## config.mk

```make
export PLATFORM = sky130hd
export DESIGN_NAME = dma_channel_scheduler_flat
export DESIGN_NICKNAME = d
export VERILOG_FILES = /design/src/rtl/dma_sched_pkg.sv /design/src/rtl/dma_sched_if.sv /design/src/rtl/dma_sched_arbiter.sv /design/src/rtl/dma_channel_scheduler.sv /design/src/flat_wrapper.sv
export SDC_FILE = /design/constraint.sdc
export NUM_CORES = 1
export LEC_CHECK = 0
export CORE_MARGIN = 3
export CORE_UTILIZATION = 40
export CTS_BUF_LIST = sky130_fd_sc_hd__clkbuf_2 sky130_fd_sc_hd__clkbuf_4 sky130_fd_sc_hd__clkbuf_8
export DETAILED_ROUTE_END_ITERATION = 16
export DONT_BUFFER_PORTS = 1
export PLACE_DENSITY_LB_ADDON = 0.12
export SLEW_MARGIN = 10
export SYNTH_ARGS = -nofsm -noshare
export SYNTH_HDL_FRONTEND = slang
export SYNTH_SLANG_ARGS = --single-unit
export TNS_END_PERCENT = 100
```

## constraint.sdc

```tcl
create_clock -name clk -period 18.8 [get_ports clk]
set_input_delay 2.82 -clock clk [delete_from_list [all_inputs] [get_ports clk]]
set_output_delay 2.82 -clock clk [all_outputs]
set_load 0.02 [all_outputs]
```

## src/rtl/dma_sched_pkg.sv

```systemverilog
// Shared constants, register map and FSM state encoding for the
// multi-channel DMA scheduler.
package dma_sched_pkg;

    localparam logic [1:0] OFF_SRC  = 2'd0;
    localparam logic [1:0] OFF_DST  = 2'd1;
    localparam logic [1:0] OFF_LEN  = 2'd2;
    localparam logic [1:0] OFF_CTRL = 2'd3;

    localparam logic [11:0] ADDR_IRQ_STATUS = 12'h100;
    localparam logic [11:0] ADDR_INFO       = 12'h104;

    localparam int CTRL_START  = 0;
    localparam int CTRL_IRQ_EN = 1;
    localparam int CTRL_DONE   = 2;
    localparam int CTRL_BUSY   = 3;
    localparam int CTRL_PEND   = 4;
    localparam int CTRL_ERR    = 5;

    localparam logic [1:0] RESP_OKAY   = 2'b00;
    localparam logic [1:0] RESP_SLVERR = 2'b10;

    typedef enum logic [1:0] {
        S_IDLE  = 2'd0,
        S_ISSUE = 2'd1,
        S_WAIT  = 2'd2
    } sched_state_e;

    function automatic logic [31:0] strb_merge(
        input logic [31:0] old_val,
        input logic [31:0] wdata,
        input logic [3:0]  wstrb
    );
        logic [31:0] v;
        v = old_val;
        for (int b = 0; b < 4; b++) begin
            if (wstrb[b]) v[b*8 +: 8] = wdata[b*8 +: 8];
        end
        return v;
    endfunction

endpackage

```

## src/rtl/dma_sched_if.sv

```systemverilog
// AXI4-Lite control bus and transfer-engine job bus bundles.
interface dma_axil_if;
    logic        s_awvalid;
    logic        s_awready;
    logic [11:0] s_awaddr;
    logic [2:0]  s_awprot;
    logic        s_wvalid;
    logic        s_wready;
    logic [31:0] s_wdata;
    logic [3:0]  s_wstrb;
    logic        s_bvalid;
    logic        s_bready;
    logic [1:0]  s_bresp;
    logic        s_arvalid;
    logic        s_arready;
    logic [11:0] s_araddr;
    logic [2:0]  s_arprot;
    logic        s_rvalid;
    logic        s_rready;
    logic [31:0] s_rdata;
    logic [1:0]  s_rresp;

    modport slave (
        input  s_awvalid, s_awaddr, s_wvalid, s_wdata, s_wstrb,
        input  s_bready, s_arvalid, s_araddr, s_rready,
        output s_awready, s_wready, s_bvalid, s_bresp,
        output s_arready, s_rvalid, s_rdata, s_rresp
    );

    modport master (
        output s_awvalid, s_awaddr, s_awprot, s_wvalid, s_wdata, s_wstrb,
        output s_bready, s_arvalid, s_araddr, s_arprot, s_rready,
        input  s_awready, s_wready, s_bvalid, s_bresp,
        input  s_arready, s_rvalid, s_rdata, s_rresp
    );
endinterface

interface dma_job_if #(
    parameter int ADDR_WIDTH = 32,
    parameter int LEN_WIDTH  = 16
);
    logic                  job_valid;
    logic                  job_ready;
    logic [ADDR_WIDTH-1:0] job_src;
    logic [ADDR_WIDTH-1:0] job_dst;
    logic [LEN_WIDTH-1:0]  job_len;
    logic [3:0]            job_channel;
    logic                  job_done;
    logic                  job_error;

    modport master (
        output job_valid, job_src, job_dst, job_len, job_channel,
        input  job_ready, job_done, job_error
    );

    modport slave (
        input  job_valid, job_src, job_dst, job_len, job_channel,
        output job_ready, job_done, job_error
    );
endinterface

```

## src/rtl/dma_sched_arbiter.sv

```systemverilog
// Channel arbiter: round-robin by default, fixed lowest-index priority
// when DMA_SCHED_PRIORITY_EN is defined (no pointer state then).
module dma_sched_arbiter #(
    parameter int NUM_CHANNELS = 4
) (
`ifndef DMA_SCHED_PRIORITY_EN
    input  logic                    clk,
    input  logic                    rst,
    input  logic                    i_grant_en,
`endif
    input  logic [NUM_CHANNELS-1:0] i_req,
    output logic [NUM_CHANNELS-1:0] o_grant_oh,
    output logic [3:0]              o_grant_idx,
    output logic                    o_grant_any
);

    logic w_found;

    assign o_grant_any = |i_req;

`ifdef DMA_SCHED_PRIORITY_EN
    always_comb begin
        o_grant_oh  = '0;
        o_grant_idx = '0;
        w_found     = 1'b0;
        for (int n = 0; n < NUM_CHANNELS; n++) begin
            if (!w_found && i_req[n]) begin
                w_found       = 1'b1;
                o_grant_oh[n] = 1'b1;
                o_grant_idx   = 4'(n);
            end
        end
    end
`else
    logic [3:0] r_ptr;
    logic [3:0] w_ptr_nxt;

    // Scan from the pointer upward, wrapping, so the channel after the
    // last grant gets first look.
    always_comb begin
        o_grant_oh  = '0;
        o_grant_idx = '0;
        w_ptr_nxt   = r_ptr;
        w_found     = 1'b0;
        for (int k = 0; k < NUM_CHANNELS; k++) begin
            for (int n = 0; n < NUM_CHANNELS; n++) begin
                if (!w_found && i_req[n] &&
                    ((int'(r_ptr) + k) % NUM_CHANNELS) == n) begin
                    w_found       = 1'b1;
                    o_grant_oh[n] = 1'b1;
                    o_grant_idx   = 4'(n);
                    w_ptr_nxt     = 4'((n + 1) % NUM_CHANNELS);
                end
            end
        end
    end

    always_ff @(posedge clk or posedge rst) begin
        if (rst) begin
            r_ptr <= '0;
        end else if (i_grant_en && o_grant_any) begin
            r_ptr <= w_ptr_nxt;
        end
    end
`endif

endmodule

```

## src/rtl/dma_channel_scheduler.sv

```systemverilog
// N-channel DMA front-end: AXI4-Lite descriptor registers, job scheduler
// FSM and completion/irq tracking. DMA_SCHED_PRIORITY_EN selects fixed priority.
module dma_channel_scheduler
    import dma_sched_pkg::*;
#(
    parameter int NUM_CHANNELS = 4,
    parameter int ADDR_WIDTH   = 32,
    parameter int LEN_WIDTH    = 16
) (
    input  logic       clk,
    input  logic       rst,
    dma_axil_if.slave  s_axil,
    dma_job_if.master  job,
    output logic       o_irq
);

    logic                    r_wr_rdy;
    logic                    r_bvalid;
    logic [1:0]              r_bresp;
    logic                    r_rd_rdy;
    logic                    r_rvalid;
    logic [31:0]             r_rdata;
    logic [1:0]              r_rresp;

    logic [ADDR_WIDTH-1:0]   r_src [NUM_CHANNELS];
    logic [ADDR_WIDTH-1:0]   r_dst [NUM_CHANNELS];
    logic [LEN_WIDTH-1:0]    r_len [NUM_CHANNELS];
    logic [NUM_CHANNELS-1:0] r_irq_en;
    logic [NUM_CHANNELS-1:0] r_done;
    logic [NUM_CHANNELS-1:0] r_busy;
    logic [NUM_CHANNELS-1:0] r_pend;
    logic [NUM_CHANNELS-1:0] r_err;

    sched_state_e            r_state;
    sched_state_e            w_state_nxt;
    logic [ADDR_WIDTH-1:0]   r_job_src;
    logic [ADDR_WIDTH-1:0]   r_job_dst;
    logic [LEN_WIDTH-1:0]    r_job_len;
    logic [3:0]              r_job_ch;
    logic                    r_irq;

    logic                    w_wr_fire;
    logic [3:0]              w_wr_ch;
    logic [1:0]              w_wr_off;
    logic                    w_wr_chan;
    logic                    w_wr_lock;
    logic                    w_wr_ok;
    logic                    w_wr_en;
    logic                    w_rd_fire;
    logic [3:0]              w_rd_ch;
    logic [1:0]              w_rd_off;
    logic                    w_rd_chan;
    logic                    w_rd_ok;
    logic [31:0]             w_rd_data;

    logic [NUM_CHANNELS-1:0] w_grant_oh;
    logic [3:0]              w_grant_idx;
    logic                    w_grant_any;
    logic                    w_grant_fire;
    logic                    w_done_fire;
    logic                    w_job_valid;

    assign s_axil.s_awready = r_wr_rdy;
    assign s_axil.s_wready  = r_wr_rdy;
    assign s_axil.s_bvalid  = r_bvalid;
    assign s_axil.s_bresp   = r_bresp;
    assign s_axil.s_arready = r_rd_rdy;
    assign s_axil.s_rvalid  = r_rvalid;
    assign s_axil.s_rdata   = r_rdata;
    assign s_axil.s_rresp   = r_rresp;

    assign job.job_valid   = w_job_valid;
    assign job.job_src     = r_job_src;
    assign job.job_dst     = r_job_dst;
    assign job.job_len     = r_job_len;
    assign job.job_channel = r_job_ch;
    assign o_irq           = r_irq;

    assign w_wr_fire = r_wr_rdy && s_axil.s_awvalid && s_axil.s_wvalid;
    assign w_rd_fire = r_rd_rdy && s_axil.s_arvalid;

    assign w_wr_ch   = s_axil.s_awaddr[7:4];
    assign w_wr_off  = s_axil.s_awaddr[3:2];
    assign w_wr_chan = (s_axil.s_awaddr[11:8] == 4'd0) &&
                       (s_axil.s_awaddr[1:0] == 2'd0) &&
                       (int'(w_wr_ch) < NUM_CHANNELS);
    assign w_rd_ch   = s_axil.s_araddr[7:4];
    assign w_rd_off  = s_axil.s_araddr[3:2];
    assign w_rd_chan = (s_axil.s_araddr[11:8] == 4'd0) &&
                       (s_axil.s_araddr[1:0] == 2'd0) &&
                       (int'(w_rd_ch) < NUM_CHANNELS);

    // Descriptor fields are frozen while the channel is queued or running.
    always_comb begin
        w_wr_lock = 1'b0;
        for (int n = 0; n < NUM_CHANNELS; n++) begin
            if (w_wr_ch == 4'(n)) w_wr_lock = r_busy[n] | r_pend[n];
        end
    end

    assign w_wr_ok = w_wr_chan && (w_wr_off == OFF_CTRL || !w_wr_lock);
    assign w_wr_en = w_wr_fire && w_wr_ok;

    always_comb begin
        w_rd_data = '0;
        w_rd_ok   = 1'b0;
        if (s_axil.s_araddr == ADDR_IRQ_STATUS) begin
            w_rd_ok   = 1'b1;
            w_rd_data = 32'(r_done & r_irq_en);
        end else if (s_axil.s_araddr == ADDR_INFO) begin
            w_rd_ok   = 1'b1;
            w_rd_data = 32'(NUM_CHANNELS);
        end else if (w_rd_chan) begin
            w_rd_ok = 1'b1;
            for (int n = 0; n < NUM_CHANNELS; n++) begin
                if (w_rd_ch == 4'(n)) begin
                    case (w_rd_off)
                        OFF_SRC: w_rd_data = 32'(r_src[n]);
                        OFF_DST: w_rd_data = 32'(r_dst[n]);
                        OFF_LEN: w_rd_data = 32'(r_len[n]);
                        default: w_rd_data = {26'd0, r_err[n], r_pend[n],
                                              r_busy[n], r_done[n],
                                              r_irq_en[n], 1'b0};
                    endcase
                end
            end
        end
    end

    always_ff @(posedge clk or posedge rst) begin
        if (rst) begin
            r_wr_rdy <= 1'b0;
            r_bvalid <= 1'b0;
            r_bresp  <= RESP_OKAY;
            r_rd_rdy <= 1'b0;
            r_rvalid <= 1'b0;
            r_rdata  <= '0;
            r_rresp  <= RESP_OKAY;
        end else begin
            r_wr_rdy <= !r_wr_rdy && s_axil.s_awvalid &&
                        s_axil.s_wvalid && !r_bvalid;
            if (w_wr_fire) begin
                r_bvalid <= 1'b1;
                r_bresp  <= w_wr_ok ? RESP_OKAY : RESP_SLVERR;
            end else if (s_axil.s_bready) begin
                r_bvalid <= 1'b0;
            end
            r_rd_rdy <= !r_rd_rdy && s_axil.s_arvalid && !r_rvalid;
            if (w_rd_fire) begin
                r_rvalid <= 1'b1;
                r_rdata  <= w_rd_data;
                r_rresp  <= w_rd_ok ? RESP_OKAY : RESP_SLVERR;
            end else if (s_axil.s_rready) begin
                r_rvalid <= 1'b0;
            end
        end
    end

    // Completion updates come last so they win over a same-cycle W1C.
    always_ff @(posedge clk or posedge rst) begin
        if (rst) begin
            r_irq_en <= '0;
            r_done   <= '0;
            r_busy   <= '0;
            r_pend   <= '0;
            r_err    <= '0;
            for (int n = 0; n < NUM_CHANNELS; n++) begin
                r_src[n] <= '0;
                r_dst[n] <= '0;
                r_len[n] <= '0;
            end
        end else begin
            for (int n = 0; n < NUM_CHANNELS; n++) begin
                if (w_wr_en && w_wr_ch == 4'(n)) begin
                    case (w_wr_off)
                        OFF_SRC: r_src[n] <= ADDR_WIDTH'(strb_merge(
                            32'(r_src[n]), s_axil.s_wdata, s_axil.s_wstrb));
                        OFF_DST: r_dst[n] <= ADDR_WIDTH'(strb_merge(
                            32'(r_dst[n]), s_axil.s_wdata, s_axil.s_wstrb));
                        OFF_LEN: r_len[n] <= LEN_WIDTH'(strb_merge(
                            32'(r_len[n]), s_axil.s_wdata, s_axil.s_wstrb));
                        default: begin
                            if (s_axil.s_wstrb[0]) begin
                                r_irq_en[n] <= s_axil.s_wdata[CTRL_IRQ_EN];
                                if (s_axil.s_wdata[CTRL_DONE]) begin
                                    r_done[n] <= 1'b0;
                                    r_err[n]  <= 1'b0;
                                end
                                if (s_axil.s_wdata[CTRL_START] &&
                                    !r_pend[n] && !r_busy[n]) begin
                                    if (r_len[n] != '0) r_pend[n] <= 1'b1;
                                    else                r_done[n] <= 1'b1;
                                end
                            end
                        end
                    endcase
                end
                if (w_grant_fire && w_grant_oh[n]) begin
                    r_pend[n] <= 1'b0;
                    r_busy[n] <= 1'b1;
                end
                if (w_done_fire && r_job_ch == 4'(n)) begin
                    r_busy[n] <= 1'b0;
                    r_done[n] <= 1'b1;
                    if (job.job_error) r_err[n] <= 1'b1;
                end
            end
        end
    end

    dma_sched_arbiter #(
        .NUM_CHANNELS (NUM_CHANNELS)
    ) u_arb (
`ifndef DMA_SCHED_PRIORITY_EN
        .clk          (clk),
        .rst          (rst),
        .i_grant_en   (w_grant_fire),
`endif
        .i_req        (r_pend),
        .o_grant_oh   (w_grant_oh),
        .o_grant_idx  (w_grant_idx),
        .o_grant_any  (w_grant_any)
    );

    always_comb begin
        w_state_nxt  = r_state;
        w_grant_fire = 1'b0;
        w_job_valid  = 1'b0;
        unique case (r_state)
            S_IDLE: begin
                if (w_grant_any) begin
                    w_grant_fire = 1'b1;
                    w_state_nxt  = S_ISSUE;
                end
            end
            S_ISSUE: begin
                w_job_valid = 1'b1;
                if (job.job_ready) w_state_nxt = S_WAIT;
            end
            S_WAIT: begin
                if (job.job_done) w_state_nxt = S_IDLE;
            end
            default: w_state_nxt = S_IDLE;
        endcase
    end

    assign w_done_fire = (r_state == S_WAIT) && job.job_done;

    always_ff @(posedge clk or posedge rst) begin
        if (rst) begin
            r_state   <= S_IDLE;
            r_job_src <= '0;
            r_job_dst <= '0;
            r_job_len <= '0;
            r_job_ch  <= '0;
            r_irq     <= 1'b0;
        end else begin
            r_state <= w_state_nxt;
            r_irq   <= |(r_done & r_irq_en);
            if (w_grant_fire) begin
                r_job_ch <= w_grant_idx;
                for (int n = 0; n < NUM_CHANNELS; n++) begin
                    if (w_grant_oh[n]) begin
                        r_job_src <= r_src[n];
                        r_job_dst <= r_dst[n];
                        r_job_len <= r_len[n];
                    end
                end
            end
        end
    end

endmodule

```

## src/flat_wrapper.sv

```systemverilog
// flat-port wrapper written by rule: the top's interface ports become plain ports
module dma_channel_scheduler_flat import dma_sched_pkg::*;
#(
    parameter int NUM_CHANNELS = 4,
    parameter int ADDR_WIDTH   = 32,
    parameter int LEN_WIDTH    = 16
)
  (clk, rst, o_irq, s_axil_s_awvalid, s_axil_s_awaddr, s_axil_s_wvalid, s_axil_s_wdata, s_axil_s_wstrb, s_axil_s_bready, s_axil_s_arvalid, s_axil_s_araddr, s_axil_s_rready, s_axil_s_awready, s_axil_s_wready, s_axil_s_bvalid, s_axil_s_bresp, s_axil_s_arready, s_axil_s_rvalid, s_axil_s_rdata, s_axil_s_rresp, job_job_valid, job_job_src, job_job_dst, job_job_len, job_job_channel, job_job_ready, job_job_done, job_job_error);
  dma_axil_if s_axil_i ();
  dma_job_if #(.ADDR_WIDTH(ADDR_WIDTH), .LEN_WIDTH(LEN_WIDTH)) job_i ();
  input  logic clk;
  input  logic rst;
  output logic o_irq;
  input wire logic [$bits(s_axil_i.s_awvalid)-1:0] s_axil_s_awvalid;
  input wire logic [$bits(s_axil_i.s_awaddr)-1:0] s_axil_s_awaddr;
  input wire logic [$bits(s_axil_i.s_wvalid)-1:0] s_axil_s_wvalid;
  input wire logic [$bits(s_axil_i.s_wdata)-1:0] s_axil_s_wdata;
  input wire logic [$bits(s_axil_i.s_wstrb)-1:0] s_axil_s_wstrb;
  input wire logic [$bits(s_axil_i.s_bready)-1:0] s_axil_s_bready;
  input wire logic [$bits(s_axil_i.s_arvalid)-1:0] s_axil_s_arvalid;
  input wire logic [$bits(s_axil_i.s_araddr)-1:0] s_axil_s_araddr;
  input wire logic [$bits(s_axil_i.s_rready)-1:0] s_axil_s_rready;
  output wire logic [$bits(s_axil_i.s_awready)-1:0] s_axil_s_awready;
  output wire logic [$bits(s_axil_i.s_wready)-1:0] s_axil_s_wready;
  output wire logic [$bits(s_axil_i.s_bvalid)-1:0] s_axil_s_bvalid;
  output wire logic [$bits(s_axil_i.s_bresp)-1:0] s_axil_s_bresp;
  output wire logic [$bits(s_axil_i.s_arready)-1:0] s_axil_s_arready;
  output wire logic [$bits(s_axil_i.s_rvalid)-1:0] s_axil_s_rvalid;
  output wire logic [$bits(s_axil_i.s_rdata)-1:0] s_axil_s_rdata;
  output wire logic [$bits(s_axil_i.s_rresp)-1:0] s_axil_s_rresp;
  output wire logic [$bits(job_i.job_valid)-1:0] job_job_valid;
  output wire logic [$bits(job_i.job_src)-1:0] job_job_src;
  output wire logic [$bits(job_i.job_dst)-1:0] job_job_dst;
  output wire logic [$bits(job_i.job_len)-1:0] job_job_len;
  output wire logic [$bits(job_i.job_channel)-1:0] job_job_channel;
  input wire logic [$bits(job_i.job_ready)-1:0] job_job_ready;
  input wire logic [$bits(job_i.job_done)-1:0] job_job_done;
  input wire logic [$bits(job_i.job_error)-1:0] job_job_error;
  assign s_axil_i.s_awvalid = s_axil_s_awvalid;
  assign s_axil_i.s_awaddr = s_axil_s_awaddr;
  assign s_axil_i.s_wvalid = s_axil_s_wvalid;
  assign s_axil_i.s_wdata = s_axil_s_wdata;
  assign s_axil_i.s_wstrb = s_axil_s_wstrb;
  assign s_axil_i.s_bready = s_axil_s_bready;
  assign s_axil_i.s_arvalid = s_axil_s_arvalid;
  assign s_axil_i.s_araddr = s_axil_s_araddr;
  assign s_axil_i.s_rready = s_axil_s_rready;
  assign s_axil_s_awready = s_axil_i.s_awready;
  assign s_axil_s_wready = s_axil_i.s_wready;
  assign s_axil_s_bvalid = s_axil_i.s_bvalid;
  assign s_axil_s_bresp = s_axil_i.s_bresp;
  assign s_axil_s_arready = s_axil_i.s_arready;
  assign s_axil_s_rvalid = s_axil_i.s_rvalid;
  assign s_axil_s_rdata = s_axil_i.s_rdata;
  assign s_axil_s_rresp = s_axil_i.s_rresp;
  assign job_job_valid = job_i.job_valid;
  assign job_job_src = job_i.job_src;
  assign job_job_dst = job_i.job_dst;
  assign job_job_len = job_i.job_len;
  assign job_job_channel = job_i.job_channel;
  assign job_i.job_ready = job_job_ready;
  assign job_i.job_done = job_job_done;
  assign job_i.job_error = job_job_error;
  dma_channel_scheduler #(.NUM_CHANNELS(NUM_CHANNELS), .ADDR_WIDTH(ADDR_WIDTH), .LEN_WIDTH(LEN_WIDTH)) u_core (.clk(clk), .rst(rst), .s_axil(s_axil_i), .job(job_i), .o_irq(o_irq));
endmodule
```

==> results of run 1 <==
[placed cells by master, fill, tap and decap left out, drive strengths merged, types with 3 or more instances in the layout]
cell type,instances
a22o,3
a21boi,82
or3,4
o41ai,10
buf,24
o21bai,80
and3,85
a211oi,15
clkbuf,131
mux2,331
nand2,178
mux2i,111
or4,5
clkinvlp,3
nand2b,8
nor3,12
clkinv,7
nand4,9
nand3,26
a21oi,51
bufinv,3
o21ai,75
nor4,23
and2,4
nor2,141
mux4,18
a211o,11
dfrtp,465
a21o,3
o311ai,80
conb,4
nor2b,9
inv,12
o22ai,17
o211ai,14
a31oi,84
[path summary, 6_finish.rpt]
| kind | end | slack (ns) | cells after the start |
|---|---|---|---|
| setup / recovery | u_core.r_len[27] | 13.29 | 4 |
| hold / removal | u_core.r_src[122] | 0.52 | 1 |
| setup reg to reg | u_core.job.job_src[9] | 14.72 | 6 |
| hold reg to reg | u_core.r_src[122] | 0.52 | 1 |
| max in group clk | u_core.r_src[97] | 13.69 | 5 |
| min in group asynchronous | u_core.job.job_src[28] | 2.19 | 1 |
[cells by family (layout without fill, tap and decap cells)]
kind of cell,count (synthesis),count (layout),share of synthesized area
other cells,1,5,0.0001551
simple gates,513,513,0.1121
mux,460,460,0.2169
compound gates,539,539,0.1558
buf+inv,198,180,0.03369
flops,465,465,0.4813
[layer usage]
layer  up-vias  routed length, um  track usage
met1      9369              34960       0.3417
met5         -                  0            0
met3       159               5674      0.05711
met2       647              37750       0.3996
li1       7946                  -            -
met4         0               2747      0.09410
[stage by stage]
step	hold WS (ns)	std cells	power, uW
after CTS	0.5185	2934	2138
after global routing	0.5340	2935	2186
after floorplan	0.4642	2179	1093
after detailed placement	0.5051	2788	1095
final	0.5194	2935	2107
after global placement	0.5033	2788	1094
[cell usage after synthesis (all sizes together) (11+ instances only)]
cell,number
o22ai,17
dfrtp,465
clkbuf,141
nand2,178
mux4,18
o311ai,80
nor4,23
a21boi,82
nand3,26
a31oi,84
a21oi,51
nor3,12
a211o,11
and3,85
buf,47
o21ai,75
o21bai,80
mux2,331
o211ai,14
nor2,141
mux2i,111
a211oi,15
[final cells by class]
class	count	area [sq um]
Clock buffer	131	1634
Multi-Input combinational cell	1516	11800
Sequential cell	465	11640
Fill cell	5599	32920
Tap cell	773	967.2
Clock inverter	15	165.2
Timing Repair Buffer	24	180.2
Antenna cell	1	2.502
Inverter	10	45.04
[power groups by stage]
stage	Sequential [uW]	Combinational [uW]	Clock, uW
2_1_floorplan	1030	61.6	0
3_3_place_gp	1030	60.4	0
3_5_place_dp	1030	61.6	0
4_1_cts	1020	61.7	1060
5_1_grt	1020	67.2	1100
6_report	1020	60.3	1030
[sequential cells by signal, indices dropped and copies added, names as in the netlist, 4 cells and up]
signal	cells
u_core.job.job_dst	32
u_core.job.job_len	16
u_core.job.job_src	32
u_core.r_busy	4
u_core.r_done	4
u_core.r_dst	128
u_core.r_err	4
u_core.r_irq_en	4
u_core.r_len	64
u_core.r_pend	4
u_core.r_src	128
u_core.s_axil.s_rdata	32
==> results.md, run 1 <==
- At the end of the flow the core is filled with cells to 0.4453.
- The violation count after the first detailed-route iteration is 1386.
- The wire length of the first global-routing pass is 120.6 mm.
- The post-layout net count is approximately 2200.
- roughly 200 I/O pins were placed.
- The ratio of cells with drive above 1 in the final layout is 0.2610.
- Walking the worst path, the cells encountered are inv_8 -> buf_4 -> buf_4 -> buf_4.
- The root buffer cell is sky130_fd_sc_hd__clkbuf_8.
- In this run the worst path has a maximum fanout of 128.
- Of the synthesized area, sequential elements account for 0.4813.
- The launch instance of the worst register-to-register path is u_core.r_pend[3].
- Setup repair after global routing left no endpoint under its margin.
- After floorplanning, the core was sized to cover 0.05935 sq mm.
- At the pin with the least slew margin, the transition time is 1.157 ns.
- The slowest stage of the critical path belongs to the cell sky130_fd_sc_hd__buf_4.
- The standby leakage power is 0.01238 uW.
- STA puts the critical path data required time at 19.43 ns.
- The max capacitance violation total is 0.
- In this run the tightest slew margin relative to its limit is 0.2290.
- The sort of element at the start of the critical path is an input port.
- The number of gates resized after cts is 0.
- The switching power is 489.7 uW.
- The area growth from synthesis to layout is 9.326%.
- The HPWL after detailed placement is 50.78 mm.
- The first detailed-routing pass took 6 iterations.
- In this run the cell area measured after placement is 0.02463 sq mm.
- After clock tree synthesis, the clock-pin slew on the worst setup and hold paths is 0.07 ns.
- The share of total power dissipated in sequential elements is 0.482.
- The number of instances in the synthesized netlist is 2176.
- With fillers left out, the area of the finished cells amounts to approximately 0.026 sq mm.
- The hold buffer count at cts is 0.
- The total power divided by cell area is 79.70 mW/mm^2.
- The final sum of negative setup slack is 0 ns.
- The logic gate share of total power is 0.029.
- The largest net degree at the start of global routing is 136.
- The final number of hold-violating endpoints came to 0.
- For this block, the via count after detailed routing is around 18000.
- The most critical setup path has its startpoint at rst.
- The number of antenna violations at the first check in global routing came to 2.
- The net switching share of the total power is 0.2324.
- The total number of yosys warnings is 0.
- The number of flip-flops and latches in the synthesized netlist is 465.
- The class of the worst hold path is flip-flop to flip-flop.
- In this design, the critical path's most frequently occurring cell is sky130_fd_sc_hd__buf_4.
- At the placement stage, the worst setup path has a slack of around 12 ns.
- The worst setup path is of the input port to asynchronous set/reset pin kind.
- The die covers about 0.063 sq mm.
- Data on the critical path arrives at its endpoint at between 6 and 7 ns.
- The worst-case setup margin in the final layout is roughly 13 ns.
- TritonCTS built the clock tree.
- The number of distinct library cell variants in the gate-level netlist after synthesis is 64.
- After detailed routing, the average wire length per cell comes to 27.65 um.
- The clock net in this run drives a total of roughly 470 sinks.
- The proportion of power drawn by the clock network is 0.489.
- STA classifies the critical path endpoint as an asynchronous set/reset pin.
- The y dimension of the die is 251.9 um.
- The number of global-route vias before repair was 17927.
- After detailed routing, the number of vias per cell comes to a little over 6.
- The starting density of the core is 0.4073.
- The most used flip-flop cell after synthesis is sky130_fd_sc_hd__dfrtp_1.
- Setup violations remaining at the end of the flow were counted as 0.
- The mapped cell area is 0.02418 sq mm.
- VDD sags by at most 0.04391 mV.
- In the routed design, unresolved DRC markers number 0.
- After global routing the overflow that remains totals 0.
- The run finished with clean final reports.
- The routability-driven placement congestion ratio is approximately 0.85.
- The longest clock path from root to sink contains 3 buffers.
- The count of nets left with antenna violations once routing finished came out at 0.
- The average footprint of a synthesized cell is 11.11 sq um.
- The critical path buffer and inverter count is 4.
- The maximum level of the CTS H-tree is 3.
- The dominant cell type by area after synthesis is sky130_fd_sc_hd__dfrtp_1.
- The async set or reset register ratio after synthesis is 1.000.
- Internal power comes to 1617 uW.
- Clock tree synthesis inserted a total of 84 buffers.
- The family with the most delay on the worst path is buffers and inverters.
- Port buffering added 0 buffers.
- Timing would allow up to around 180 MHz.
- The count of pins over their slew limit is 0.
- The die is 251.9 um wide.
- The area share of the leading cell type in the synthesized netlist is 0.4813.
- By area the synthesized netlist is led by sky130_fd_sc_hd__dfrtp_1 (48%), sky130_fd_sc_hd__mux2_2 (15%), sky130_fd_sc_hd__mux2i_1 (4.6%), sky130_fd_sc_hd__nand2_1 (2.8%), sky130_fd_sc_hd__o311ai_0 (2.6%).
- The clock latency on the worst-skew pair is 0.67 ns.
- The number of post-CTS setup repair buffers is 0.
- The post-route minimum period is 5.511 ns.
- The number of enable flip-flop cells after synthesis is 0.
- The critical hold path startpoint is u_core.r_src[122].
- After floorplanning, the core was divided into 89 placement rows.
- The total wire length after detailed routing is 81.14 mm.
- The final cycle utilization of the critical path is 0.2931.
- The delay contributed by the slowest stage of the critical path is roughly 0.86 ns.
- Across every metal layer, demand over resource in global routing totals 0.2528.
- The largest clock skew in the final design is 0.03923 ns.
Note: power is estimated with default switching activity, not from simulation.
==> run 2, diff against run 1 <==
clock period = 5.3 ns   (was 18.8 ns; I/O delays follow)
==> run 2 against run 1 <==
Compared with the run above: sequential share of layout area is essentially flat; critical path depth grew 2; die area is the same; clock-buffer cell count grew 3; worst hold slack lost 0.46 ns; cell count is essentially flat; sequential power grew to 3.5 times the previous value; first-iteration DRC count shrank 5.6%; global-route usage grew 0.32 points; core utilization grew 0.051 points; highest routed layer unchanged.
==> results.md, run 2 (synthesis gave the netlist of run 1 again) <==
- Result of the run: finished clean (unchanged).
- RSZ-0062 raised after global routing: false (unchanged).
- The highest fanout seen on the critical path was 41 (was 128).
- The root buffer cell is sky130_fd_sc_hd__clkbuf_8 (unchanged).
- The post-placement cell area is 0.02472 sq mm (was 0.02463 sq mm).
- The clock tree buffer depth is 3 (unchanged).
- The remaining global-route overflow was 0 (unchanged).
- The placeable core region is 0.05935 sq mm (unchanged).
- The type of destination of the critical path was a flip-flop (was asynchronous set/reset pin).
- The detailed-placement wirelength estimate is 52.38 mm (was 50.78 mm).
- The standby leakage power is 0.01239 uW (was 0.01238 uW).
- The I/O pin count was 197 (unchanged).
- The internal cell power is 5660 uW (was 1617 uW).
- The final cycle utilization of the critical path is 0.6375.
- The wire length of the first global-routing pass is 123.2 mm (was 120.6 mm).
- The final sum of negative setup slack is 0 ns (unchanged).
- The number of gates resized after cts was 0 (unchanged).
- The number of iterations in the first detailed-routing pass is 6 (unchanged).
- The clock buffer count from CTS came to 84 (unchanged).
- The ratio of cells with drive above 1 in the final layout is 0.2612 (was 0.2610).
- Commonest cells after routing, fill and taps aside: sky130_fd_sc_hd__dfrtp_1 (465), sky130_fd_sc_hd__mux2_2 (326), sky130_fd_sc_hd__nand2_1 (177) (unchanged).
- The number of antenna-violating nets in the routed design is 0 (unchanged).
- The routed length per instance was 27.70 um (was 27.65 um).
- The worst ir drop on vdd came to 0.1891 mV (was 0.04391 mV).
- The clock tree from TritonCTS is built (unchanged).
- The final number of hold-violating endpoints came to 0 (unchanged).
- Biggest regs: u_core.r_dst: 128 flops, u_core.r_src: 128 flops, u_core.r_len: 64 flops (unchanged).
- The count of pins over their slew limit is 0 (unchanged).
- The number of post-CTS setup repair buffers was 0 (unchanged).
- The number of antenna violations at the first check in global routing is 1 (was 2).
- The total via count after detailed routing is 18015 (was 18121).
- The number of global-route vias before repair is 18232 (was 17927).
- The total power divided by cell area is 279.4 mW/mm^2 (was 79.70 mW/mm^2).
- The sort of element at the start of the critical path is a flip-flop (was input port).
- The maximum level of the CTS H-tree came to 3 (unchanged).
- The die footprint is 0.06343 sq mm (unchanged).
- The max-slew headroom at the worst pin is 0.2378 (was 0.2290).
- The final routed DRC violation total is 0 (unchanged).
- The maximum clock rate is a little under 300 MHz.
- The clock slew at the register clock pins of the worst setup and hold paths is 0.06 ns (was 0.07 ns).
- The switching power is 1734 uW (was 489.7 uW).
- The total power draw is 7394 uW (was 2107 uW).
- The post-layout net count is 2177 (was 2171).
- The y dimension of the die is 251.9 um (unchanged).
- The largest clock skew in the final design was 0.02198 ns (was 0.03923 ns).
- The proportion of power drawn by the clock network came to 0.483 (was 0.489).
- The clock latency on the worst-skew pair is 0.67 ns (about the same).
- The number of cells in the design after placement was 2794 (was 2788).
- The number of standard cells in the layout, taps in and fillers out was 2937 (was 2935).
- The routability-driven placement congestion ratio came to 0.8541 (was 0.8508).
- The start-to-end type of the worst setup path is flip-flop to flip-flop (was input port to asynchronous set/reset pin).
- The net switching share of the total power came to 0.2345 (was 0.2324).
- The total routing resource utilization after global routing is 0.2560 (was 0.2528).
- The via density per instance is 6.134 (was 6.174).
- The sequential share of power is 0.487 (was 0.482).
- The slew at the pin closest to its max-slew limit is 1.143 ns (was 1.157 ns).
- The hold buffer count at cts is 0 (unchanged).
- The logic gate share of total power is 0.029 (about the same).
- The max capacitance violation total came to 0 (unchanged).
- The die width is 251.9 um (unchanged).
- The post-route minimum period is 3.379 ns.
- The violation count after the first detailed-route iteration is 1308 (was 1386).
- The most frequent standard cell in the layout excluding fill and tap cells is sky130_fd_sc_hd__dfrtp_1 (unchanged).
- The signal arrival time at the worst endpoint is 3.87 ns (was 6.15 ns).
- The count of clock tree sinks was 465 (unchanged).
- The total wire length after detailed routing is 81.35 mm (was 81.14 mm).
- The largest net degree at the start of global routing is 176 (was 136).
- The layout overhead on the synthesized area is 9.450% (was 9.326%).
- The class of the worst hold path is input port to asynchronous set/reset pin (was flip-flop to flip-flop).
- The row count is 89 (unchanged).
- The critical path required time is 5.79 ns (was 19.43 ns).
- The starting density of the core is 0.4073 (unchanged).
- The number of buffers inserted by port buffering is 0 (unchanged).
- The cell area after layout came to 0.02646 sq mm (was 0.02643 sq mm).
- The number of fill cells came to 5577 (was 5599).
- The number of setup violations in the final report is 0 (unchanged).
run 2: worst max-delay path, stage by stage (launching register included):
cell and delay [ns]:
sky130_fd_sc_hd__dfrtp_1 0.71, sky130_fd_sc_hd__or2_2 0.28, sky130_fd_sc_hd__a21oi_4 0.06, sky130_fd_sc_hd__or2_2 0.58, sky130_fd_sc_hd__buf_4 0.41, sky130_fd_sc_hd__o311ai_0 0.98, sky130_fd_sc_hd__a31oi_1 0.17
run 2: final cells by class:
class	instances	area, sq um	share of cell area
sequential	465	11640	0.4397
inverter	10	41.29	0.001560
clock inverter	8	77.57	0.002932
multi-input combinational	1516	11800	0.4459
clock buffer	134	1663	0.06284
tap	773	967.2	0.03655
antenna	1	2.502	0.00009457
timing repair buffer	30	275.3	0.01040
run 2: power groups by stage:
stage               Sequential, uW  Clock [uW]  Combinational (uW)
floorplan                     3660           0                 219
global placement              3670           0                 219
detailed placement            3670           0                 223
CTS                           3600        3670                 223
global route                  3600        3830                 244
finish                        3600        3570                 217
run 2: worst paths after layout:
check,start,slack (ns),endpoint,cells past startpoint
hold reg to reg,u_core.r_src[93],0.52,u_core.r_src[93],1
min in group clk,job_job_ready,0.23,u_core.r_state[0],1
setup reg to reg,u_core.r_pend[3],1.92,u_core.job.job_src[0],6
setup / recovery,u_core.r_pend[3],1.92,u_core.job.job_src[0],6
max in group asynchronous,rst,3.85,u_core.s_axil.s_rdata[13],2
hold / removal,rst,0.06,u_core.s_axil.s_rdata[2],1
run 2: routing by layer:
| metal | wire length, um | track usage | share of wire |
|---|---|---|---|
| met5 | 0 | 0 | 0 |
| met4 | 2551 | 0.08949 | 0.031 |
| met3 | 5431 | 0.05804 | 0.067 |
| met2 | 37570 | 0.4044 | 0.46 |
| met1 | 35800 | 0.3484 | 0.44 |
run 2: through the flow:
step	setup WS, ns	hold WS [ns]	utilization
finish	1.921	0.05671	0.4458
global route	1.814	0.08445	0.4458
CTS	1.884	0.03252	0.4458
detailed placement	1.724	0.5097	0.4165
global placement	1.790	0.5030	0.4165
floorplan	-1.790	0.4642	-
==> run 3, diff against run 2 <==
clock period = 2.91 ns   (was 5.3 ns; I/O delays follow)
==> run 3 against run 2 <==
Compared with the run above: register-to-register slack got worse by 1.6 ns; non-clock buffer count is 92 higher; first-iteration DRC count increased by 16%; sequential share of layout area decreased by 1.6 points; critical path depth unchanged; core utilization grew 1.7 points; via count increased by 2.8%; worst hold slack better by 0.0045 ns; setup slack got worse by 1.6 ns; maximum frequency grew 28%; highest routed layer is now met5.
==> results.md, run 3 (synthesis gave the netlist of run 1 again) <==
- RSZ-0062 raised after global routing: false (unchanged).
- The die footprint came to 0.06343 sq mm (unchanged).
- The clock tree from TritonCTS is built (unchanged).
- The max capacitance violation total is 0 (unchanged).
- The clock slew at the register clock pins of the worst setup and hold paths is 0.06 ns (about the same).
- The layout overhead on the synthesized area is 13.50% (was 9.450%).
- The number of fill cells is 5511 (was 5577).
- The number of gates resized after cts is 0 (unchanged).
- The clock latency on the worst-skew pair is 0.70 ns (was 0.67 ns).
- The clock tree buffer depth is 3 (unchanged).
- The start-to-end type of the worst setup path was flip-flop to flip-flop (unchanged).
- The maximum clock rate was 379.8 MHz (was 296.0 MHz).
- The routed length per instance came to 27.40 um (was 27.70 um).
- The type of destination of the critical path is a flip-flop (unchanged).
- The total routing resource utilization after global routing is 0.2602 (was 0.2560).
- The count of clock tree sinks was 465 (unchanged).
- The total power divided by cell area is 490.6 mW/mm^2 (was 279.4 mW/mm^2).
- The highest fanout seen on the critical path is 12 (was 41).
- The row count is 89 (unchanged).
- The class of the worst hold path is input port to flip-flop (was input port to asynchronous set/reset pin).
- The most frequent standard cell in the layout excluding fill and tap cells is sky130_fd_sc_hd__dfrtp_1 (unchanged).
- Result of the run: finished clean (unchanged).
- Along the worst hold path, the cell count comes to 2.
- The detailed-placement wirelength estimate is 53.66 mm (was 52.38 mm).
- The final routed DRC violation total came to 0 (unchanged).
- The I/O pin count is 197 (unchanged).
- The post-placement cell area was 0.02525 sq mm (was 0.02472 sq mm).
- The y dimension of the die is 251.9 um (unchanged).
- The placeable core region is 0.05935 sq mm (unchanged).
- The hold buffer count at cts is 49 (was 0).
- The final number of hold-violating endpoints is 0 (unchanged).
- The wire length of the first global-routing pass is 124.6 mm (was 123.2 mm).
- The starting density of the core came to 0.4073 (unchanged).
- The number of setup violations in the final report is 0 (unchanged).
- The root buffer cell is sky130_fd_sc_hd__clkbuf_8 (unchanged).
- The sort of element at the start of the critical path is a flip-flop (unchanged).
- The number of post-CTS setup repair buffers is 0 (unchanged).
- The standby leakage power is 0.01283 uW (was 0.01239 uW).
- The total wire length after detailed routing is 83.01 mm (was 81.35 mm).
- The slew at the pin closest to its max-slew limit is 0.8908 ns (was 1.143 ns).
- The routability-driven placement congestion ratio is 0.8678 (was 0.8541).
- Biggest regs: u_core.r_dst: 128 flops, u_core.r_src: 128 flops, u_core.r_len: 64 flops (unchanged).
- The total via count after detailed routing is 18517 (was 18015).
- The number of global-route vias before repair was 18712 (was 18232).
- The worst ir drop on vdd was 0.3866 mV (was 0.1891 mV).
- The signal arrival time at the worst endpoint is 3.19 ns (was 3.87 ns).
- The number of antenna violations at the first check in global routing is 6 (was 1).
- Commonest cells after routing, fill and taps aside: sky130_fd_sc_hd__dfrtp_1 (465), sky130_fd_sc_hd__mux2_2 (326), sky130_fd_sc_hd__nand2_1 (177) (unchanged).
- The maximum level of the CTS H-tree is 3 (unchanged).
- The via density per instance is 6.113 (was 6.134).
- The cell area after layout is 0.02744 sq mm (was 0.02646 sq mm).
- The largest net degree at the start of global routing is 136 (was 176).
- The length in cells of the worst reg-to-reg path is 6 (unchanged).
- The critical path required time is 3.47 ns (was 5.79 ns).
- The count of pins over their slew limit is 0 (unchanged).
- The final cycle utilization of the critical path came to 0.9049 (was 0.6375).
- The largest clock skew in the final design is 0.03143 ns (was 0.02198 ns).
- The ratio of cells with drive above 1 in the final layout is 0.2693 (was 0.2612).
- The number of iterations in the first detailed-routing pass is 5 (was 6).
- The post-route minimum period is 2.633 ns (was 3.379 ns).
- The number of buffers inserted by port buffering is 0 (unchanged).
- The number of antenna-violating nets in the routed design is 0 (unchanged).
- The remaining global-route overflow was 0 (unchanged).
- The post-layout net count is 2270 (was 2177).
- The die width is 251.9 um (unchanged).
- The violation count after the first detailed-route iteration is 1523 (was 1308).
- The worst slack on hold paths is 0.06118 ns (was 0.05671 ns).
- The clock buffer count from CTS is 85 (was 84).
- The max-slew headroom at the worst pin was 0.4042 (was 0.2378).
-- run 3: cell types whose count changed in the layout (fill, tap and decap cells not counted) --
cell and delta:
sky130_fd_sc_hd__and3_1 +1, sky130_fd_sc_hd__and3_2 -1, sky130_fd_sc_hd__buf_12 +18, sky130_fd_sc_hd__buf_4 +26, sky130_fd_sc_hd__clkbuf_4 -4, sky130_fd_sc_hd__clkbuf_8 -5, sky130_fd_sc_hd__clkinv_2 +7, sky130_fd_sc_hd__clkinvlp_4 +2
sky130_fd_sc_hd__diode_2 +1, sky130_fd_sc_hd__dlygate4sd3_1 +48, sky130_fd_sc_hd__inv_6 -1
-- run 3: worst paths after layout --
check | slack, ns | end | startpoint
worst max-delay path | 0.28 | u_core.r_src[105] | u_core.r_busy[0]
worst max register to register | 0.28 | u_core.r_src[105] | u_core.r_busy[0]
min in group asynchronous | 0.17 | u_core.s_axil.s_rvalid | rst
worst min register to register | 0.51 | u_core.r_src[120] | u_core.r_src[120]
max in group asynchronous | 1.50 | u_core.r_dst[9] | rst
worst min-delay path | 0.06 | u_core.s_axil.s_rdata[11] | s_axil_s_araddr[5]
-- run 3: layout make-up --
cell class / instances / area (sq um) / area share
sequential: 465 / 11640 / 0.4240
multi-input combinational: 1516 / 11800 / 0.4299
timing repair buffer: 122 / 1311 / 0.04778
tap: 773 / 967.2 / 0.03525
antenna: 2 / 5.005 / 0.0001824
inverter: 10 / 41.29 / 0.001505
clock buffer: 125 / 1564 / 0.05699
clock inverter: 16 / 118.9 / 0.004332
-- run 3: routing by layer --
| layer | track usage | wire length, um |
|---|---|---|
| met4 | 0.1073 | 3336 |
| met1 | 0.3511 | 35890 |
| met5 | 0 | 35 |
| met2 | 0.4035 | 38220 |
| met3 | 0.06329 | 5519 |
-- run 3: report_power, final --
part	switching (uW)	internal (uW)	leakage, uW
Sequential	54.1	6500	0.00646
Clock	2830	3500	0.000892
Combinational	387	183	0.00548
Total	3270	10200	0.0128
-- run 3: stage by stage --
stage	setup slack [ns]	power, uW	util	TNS (ns)	cells
final	0.2767	13460	0.4623	0	3029
after global routing	0.1844	13930	0.4623	0	3029
after detailed placement	0.1937	7095	0.4255	0	2837
after floorplan	-3.821	7063	-	-1776.96	2179
after global placement	0.2568	7090	0.4255	0	2837
after CTS	0.2788	13630	0.4623	0	3027
-- run 3: worst max-delay path: stages, from the launching register on --
cell                       delay (ns)
sky130_fd_sc_hd__dfrtp_1         0.43
sky130_fd_sc_hd__nor3_2          0.21
sky130_fd_sc_hd__a211oi_1        0.11
sky130_fd_sc_hd__or4_2           0.68
sky130_fd_sc_hd__buf_12          0.22
sky130_fd_sc_hd__nor2_2          0.43
sky130_fd_sc_hd__mux2_2          0.39
